## config.mk

```make
export PLATFORM = sky130hd
export DESIGN_NAME = id_ex
export DESIGN_NICKNAME = d
export VERILOG_FILES = /design/src/rtl/id_ex_pkg.sv /design/src/rtl/id_ex_pipe_reg.sv /design/src/rtl/id_ex.sv
export SDC_FILE = /design/constraint.sdc
export NUM_CORES = 1
export LEC_CHECK = 0
export CAP_MARGIN = 40
export CORE_AREA = 4 4 100 102
export DETAILED_ROUTE_END_ITERATION = 16
export DIE_AREA = 0 0 104 106
export DONT_BUFFER_PORTS = 1
export HOLD_SLACK_MARGIN = 0.1
export PLACE_DENSITY_LB_ADDON = 0.12
export SLEW_MARGIN = 15
export SYNTH_ARGS = -nofsm -noshare
export SYNTH_HDL_FRONTEND = slang
export SYNTH_SLANG_ARGS = --single-unit
```

## constraint.sdc

```tcl
create_clock -name Clk -period 1.6 [get_ports Clk]
set_input_delay 0.32 -clock Clk [delete_from_list [all_inputs] [get_ports Clk]]
set_output_delay 0.32 -clock Clk [all_outputs]
set_load 0.01 [all_outputs]
```

## src/rtl/id_ex_pkg.sv

```systemverilog
// Shared field widths, control-bundle slice positions and payload layout for the
// ID/EX pipeline register.
package id_ex_pkg;

  localparam int unsigned REG_W   = 5;
  localparam int unsigned SHAMT_W = 6;
  localparam int unsigned FUNCT_W = 6;
  localparam int unsigned CTRL_W  = 8;

  localparam int unsigned WB_MSB  = 7;
  localparam int unsigned WB_LSB  = 6;
  localparam int unsigned MEM_MSB = 5;
  localparam int unsigned MEM_LSB = 4;
  localparam int unsigned EX_MSB  = 3;
  localparam int unsigned EX_LSB  = 0;

  // Fixed-width part of the payload; the DATA_W-wide fields are appended by the top.
  typedef struct packed {
    logic [WB_MSB-WB_LSB:0]   wb;
    logic [MEM_MSB-MEM_LSB:0] mem;
    logic [EX_MSB-EX_LSB:0]   ex;
    logic [REG_W-1:0]         rs;
    logic [REG_W-1:0]         rt;
    logic [REG_W-1:0]         rd;
    logic [SHAMT_W-1:0]       shamt;
    logic [FUNCT_W-1:0]       funct;
  } id_ex_fields_t;

endpackage

```

## src/rtl/id_ex_pipe_reg.sv

```systemverilog
// Generic pipeline register: synchronous active-low clear, then flush, then hold.
module id_ex_pipe_reg #(
  parameter int unsigned Width = 8
) (
  input  logic             clk_i,
  input  logic             rst_ni,
  input  logic             flush_i,
  input  logic             hold_i,
  input  logic [Width-1:0] d_i,
  output logic [Width-1:0] q_o
);

  logic [Width-1:0] q_d, q_q;

  always_comb begin
    q_d = d_i;
    if (flush_i) begin
      q_d = '0;
    end else if (hold_i) begin
      q_d = q_q;
    end
  end

  always_ff @(posedge clk_i) begin
    if (!rst_ni) begin
      q_q <= '0;
    end else begin
      q_q <= q_d;
    end
  end

  assign q_o = q_q;

endmodule

```

## src/rtl/id_ex.sv

```systemverilog
// ID/EX pipeline register. Define ID_EX_HAZARD_EN to add the Stall_ID/Flush_ID ports;
// without it the register loads on every edge unless in reset.
module id_ex
  import id_ex_pkg::*;
#(
  parameter int unsigned DATA_W = 32
) (
  input  logic               Clk,
  input  logic               Rst,
  input  logic [4:0]         Rs_ID,
  input  logic [4:0]         Rt_ID,
  input  logic [4:0]         Rd_ID,
  input  logic [5:0]         Shamt_ID,
  input  logic [5:0]         Funct_ID,
  input  logic [7:0]         ControlUnitOut_ID,
  input  logic [DATA_W-1:0]  RD1_ID,
  input  logic [DATA_W-1:0]  RD2_ID,
  input  logic [DATA_W-1:0]  Ext_Immed_ID,
`ifdef ID_EX_HAZARD_EN
  input  logic               Stall_ID,
  input  logic               Flush_ID,
`endif
  output logic [1:0]         WB_EX,
  output logic [1:0]         MEM_EX,
  output logic [3:0]         EX_EX,
  output logic [4:0]         Rs_EX,
  output logic [4:0]         Rt_EX,
  output logic [4:0]         Rd_EX,
  output logic [5:0]         Shamt_EX,
  output logic [5:0]         Funct_EX,
  output logic [DATA_W-1:0]  RD1_EX,
  output logic [DATA_W-1:0]  RD2_EX,
  output logic [DATA_W-1:0]  Ext_Immed_EX
);

  localparam int unsigned PayW = $bits(id_ex_fields_t) + 3 * DATA_W;

  id_ex_fields_t     fields_id, fields_ex;
  logic              flush, hold;
  logic [PayW-1:0]   pay_q;

`ifdef ID_EX_HAZARD_EN
  assign flush = Flush_ID;
  assign hold  = Stall_ID;
`else
  assign flush = 1'b0;
  assign hold  = 1'b0;
`endif

  always_comb begin
    fields_id       = '0;
    fields_id.wb    = ControlUnitOut_ID[WB_MSB:WB_LSB];
    fields_id.mem   = ControlUnitOut_ID[MEM_MSB:MEM_LSB];
    fields_id.ex    = ControlUnitOut_ID[EX_MSB:EX_LSB];
    fields_id.rs    = Rs_ID;
    fields_id.rt    = Rt_ID;
    fields_id.rd    = Rd_ID;
    fields_id.shamt = Shamt_ID;
    fields_id.funct = Funct_ID;
  end

  id_ex_pipe_reg #(
    .Width(PayW)
  ) u_pipe_reg (
    .clk_i  (Clk),
    .rst_ni (Rst),
    .flush_i(flush),
    .hold_i (hold),
    .d_i    ({fields_id, RD1_ID, RD2_ID, Ext_Immed_ID}),
    .q_o    (pay_q)
  );

  assign {fields_ex, RD1_EX, RD2_EX, Ext_Immed_EX} = pay_q;

  assign WB_EX    = fields_ex.wb;
  assign MEM_EX   = fields_ex.mem;
  assign EX_EX    = fields_ex.ex;
  assign Rs_EX    = fields_ex.rs;
  assign Rt_EX    = fields_ex.rt;
  assign Rd_EX    = fields_ex.rd;
  assign Shamt_EX = fields_ex.shamt;
  assign Funct_EX = fields_ex.funct;

endmodule

```

==> out/qor_table.md, run 1 <==
| Quantity | This run |
|---|---|
| Error that stopped the run | [ERROR RSZ-0060] Max buffer count reached. |
| Placement row count | 35 |
| Post-synth cell types | 4 |
| Post-DP HPWL | 5580 microns |
| Post-cts hold buffer count | 101 |
| Count of yosys warnings during synthesis | 0 |
| Post-Syn Area | 0.00357 sq mm |
| Share of the synthesized area in the top cell type | 0.734 |
| Number of buffers added on ports | 0 |
| Synthesized area divided by synthesized cell count | 13.0 sq um |
| Share of synthesized registers carrying an async set or reset | 0 |
| Post-synthesis net count | 409 |
| Post-cts resize count | 0 |
| Effective utilization at floorplan | 0.392 |
| Syn Inst Count | 276 |
| Cell types occupying the most area after synthesis | sky130_fd_sc_hd__dfxtp_1, sky130_fd_sc_hd__and2_1, sky130_fd_sc_hd__buf_6 |
| RePlAce Congestion | 0.722 |
| Clock tree sinks | 131 |
| Flop and latch count out of synthesis | 131 |
| Most numerous cell types in the synthesized netlist | sky130_fd_sc_hd__and2_1, sky130_fd_sc_hd__dfxtp_1, sky130_fd_sc_hd__buf_6 |
| Io pins | 264 |
| Most area-hungry cell type in the Yosys netlist | sky130_fd_sc_hd__dfxtp_1 |
| Proportion of synthesized chip area in sequential cells | 0.734 |
| Depth of the CTS H-tree | 4 |
| Root Driver | sky130_fd_sc_hd__clkbuf_8 |
| Number of buffers added for setup after CTS | 0 |
| Maximum root-to-sink buffer count | 2 |
| Stopped at | clock tree synthesis |
| Die Wd | 104 microns |
| Outcome | stopped before the end |
| Number of enable flip-flop cells after synthesis | 0 |
| Floorplan die height | 106 microns |
| Main flop type after synthesis | sky130_fd_sc_hd__dfxtp_1 |
| Number of buffers inserted during clock tree synthesis | 17 |
[stage by stage]
step,std cells,setup WS (ns),area [sq um],hold WS (ns),utilization
after floorplan,276,0.801,3570,0.442,-
after global placement,373,0.875,3580,0.445,0.393
after detailed placement,373,0.888,3580,0.445,0.393
[cell families after synthesis]
| logic type | Yosys count | share of synthesized area |
|---|---|---|
| buffers and inverters | 14 | 0.0371 |
| and+or+nand+nor | 131 | 0.229 |
| DFF | 131 | 0.734 |
==> run 2, diff against run 1 <==
- CORE_AREA: 4 4 100 102 -> not set
- CORE_MARGIN: not set -> 4
- CORE_UTILIZATION: not set -> 30
- DIE_AREA: 0 0 104 106 -> not set
- HOLD_SLACK_MARGIN: 0.1 -> not set
- PLACE_DENSITY_LB_ADDON: 0.12 -> 0.15
==> run 2 against run 1 <==
The run now ends clean. Area after synthesis stayed put. Synthesized cell count unchanged.
==> out/qor_table.md, run 2 <==
| Quantity | This run |
|---|---|
| Outcome | completed |
| Number of global-route vias before repair | 1787 |
| Register cell area after layout | 0.00262 sq mm |
| Placement row count | 39 |
| CTS tree | done |
| Total GRT Usage | 0.0992 |
| Floorplan die height | 117 microns |
| Routed via count | 1813 |
| Share of the synthesized area in the top cell type | 0.734 |
| Static Leak | 1.76 nW |
| Critical path startpoint category | flop |
| Wire length per cell | 16.9 microns |
| Required @ worst endpoint | 1.28 ns |
| Violation count after the first detailed-route iteration | 71 |
| Number of buffers added for setup after CTS | 0 |
| Clock edge transition at the registers on the reported setup and hold paths | 0.06 ns |
| Data arrival time of the critical path | 0.79 ns |
| Syn Inst Count | 276 |
| Post-cts hold buffer count | 0 |
| Max Fclk | 903 MHz |
| Final wirelength | 7390 microns |
| Fillers | 1115 |
| First-pass GRT wire length | 9650 microns |
| Synthesized-area fraction occupied by ao, oa, aoi and oai cells | 0 |
| Synthesized-area fraction occupied by xor and xnor cells | 0 |
| Most area-hungry cell type in the Yosys netlist | sky130_fd_sc_hd__dfxtp_1 |
| Number of buffers added on ports | 0 |
| Post-Syn Area | 0.00357 sq mm |
| Utilization of the core after routing | 0.369 |
| CP Max Fanout | 1 |
| Worst Hold Depth | 1 |
| Effective utilization at floorplan | 0.309 |
| Worst-margin pin slew | 0.170 ns |
| Post-synth cell types | 4 |
| Number of antenna violations at the first check in global routing | 1 |
| RePlAce Congestion | 0.735 |
| Remaining Overflow, GRT | 0 |
| Share of the clock period used by the worst path | 0.692 |
| Main flop type after synthesis | sky130_fd_sc_hd__dfxtp_1 |
| Most numerous cell types in the synthesized netlist | sky130_fd_sc_hd__and2_1, sky130_fd_sc_hd__dfxtp_1, sky130_fd_sc_hd__buf_6 |
| Max-capacitance violation count | 0 |
| Maximum number of pins on one net before global-route repair | 132 |
| Post-synthesis mux area share | 0 |
| Worst slew margin relative to its limit | 0.887 |
| Io pins | 264 |
| Critical hold path startpoint | ControlUnitOut_ID[5] |
| Most used cells in the layout excluding fill and tap cells | sky130_fd_sc_hd__and2_1, sky130_fd_sc_hd__dfxtp_1, sky130_fd_sc_hd__clkbuf_16 |
| RSZ-0062 raised after global routing | false |
| Area used by multi-input combinational logic | 820 sq um |
| Number of buffers inserted during clock tree synthesis | 17 |
| Maximum vdd ir drop | 0.551 mV |
| Cell types occupying the most area after synthesis | sky130_fd_sc_hd__dfxtp_1, sky130_fd_sc_hd__and2_1, sky130_fd_sc_hd__buf_6 |
| Internal Dissipation | 0.00629 W |
| Depth of the CTS H-tree | 4 |
| Number of enable flip-flop cells after synthesis | 0 |
| Share of total power in the clock network | 0.526 |
| Nets | 414 |
| Worst Setup SP | u_pipe_reg.q_o[58] |
| Tightest Hold Check Type | input port to flop |
| Path type of the worst setup path | flop to output port |
| Power density relative to cell area | 1840 mW/mm^2 |
| DRT antenna net count | 0 |
| Arithmetic-cell share of the synthesized area counting full adders, half adders and majority gates | 0 |
| Post-DP HPWL | 5440 microns |
| Sequential share of power | 0.459 |
| Max FFs per register | 131 |
| Total power | 0.00786 W |
| Area growth, synth to finish | 19.3% |
| Min Clock Period, post-route | 1.11 ns |
| Category of the worst setup path capture point | output port |
| Clock tree sinks | 131 |
| Number of cells after detailed placement | 405 |
| Non-filler instance count after layout | 438 |
| Flop and latch count out of synthesis | 131 |
| Worst-case hold path end point | u_pipe_reg.q_o[128] |
| Post-cts resize count | 0 |
| Final setup violation count | 0 |
| Synthesized area divided by synthesized cell count | 13.0 sq um |
| Overall die area | 0.0137 sq mm |
| Final Hold Viols | 0 |
| Sw power | 0.00157 W |
| Switching share of total power | 0.200 |
| Count of yosys warnings during synthesis | 0 |
| Post-synthesis net count | 409 |
| Share of synthesized registers carrying an async set or reset | 0 |
| Main combinational cell family by area after synthesis | simple AND/OR/NAND/NOR gates |
| Number of search-and-repair iterations in the first detailed-routing pass | 4 |
| Area of the core region | 0.0116 sq mm |
| Root Driver | sky130_fd_sc_hd__clkbuf_16 |
| Synth Area in Simple Gates | 0.229 |
| Logic gate share of total power | 0.015 |
| Residual DRC count | 0 |
| Proportion of synthesized chip area in sequential cells | 0.734 |
| Share of final-layout standard cells stronger than drive strength 1 | 0.105 |
| Via density per instance | 4.14 |
| Die Wd | 117 microns |
| Max-slew violations | 0 |
| Maximum root-to-sink buffer count | 2 |
| Summed negative setup slack over all endpoints | 0 ns |
-- run 2: layer usage --
layer | vias up | global-route usage | share of wire
li1 | 841 | - | -
met1 | 799 | 0.0889 | 0.32
met2 | 168 | 0.158 | 0.49
met3 | 5 | 0.0838 | 0.18
met4 | 0 | 0.0482 | 0.012
met5 | - | 0 | 0
-- run 2: power by group through the flow --
stage / clock network (W) / registers (W) / logic [W]
2_1_floorplan: 0 / 0.00365 / 0.000155
3_3_place_gp: 0 / 0.00369 / 0.000116
3_5_place_dp: 0 / 0.00368 / 0.000124
4_1_cts: 0.00423 / 0.00362 / 0.000122
5_1_grt: 0.00439 / 0.00363 / 0.000135
6_report: 0.00413 / 0.00361 / 0.000118
-- run 2: area by class of cell --
type,count,area share
clock buffer,18,0.101
antenna,1,0.000587
clock inverter,14,0.0493
multi-input combinational,131,0.192
tap,143,0.0420
sequential,131,0.615
-- run 2: logic make-up after synthesis --
| group | after synthesis |
|---|---|
| buf+inv | 14 |
| flops | 131 |
| simple gates | 131 |
-- run 2: how the worst max path moves through the flow --
stage	cells after the start	end	slack, ns
2_1_floorplan	3	u_pipe_reg.q_o[100]	0.80
3_3_place_gp	0	RD2_EX[26]	0.91
3_5_place_dp	0	RD2_EX[26]	0.90
4_1_cts	0	RD2_EX[26]	0.47
5_1_grt	0	RD2_EX[26]	0.45
6_report	0	RD2_EX[26]	0.49
-- run 2: through the flow --
stage / instance area, sq um / setup WS, ns / hold slack (ns)
after global routing: 4260 / 0.455 / 0.0190
after floorplan: 3570 / 0.801 / 0.442
after global placement: 3620 / 0.909 / 0.448
after CTS: 4260 / 0.466 / 0.0237
after detailed placement: 3620 / 0.905 / 0.450
final: 4260 / 0.493 / 0.0444
Power figures use the tool's default switching activity.
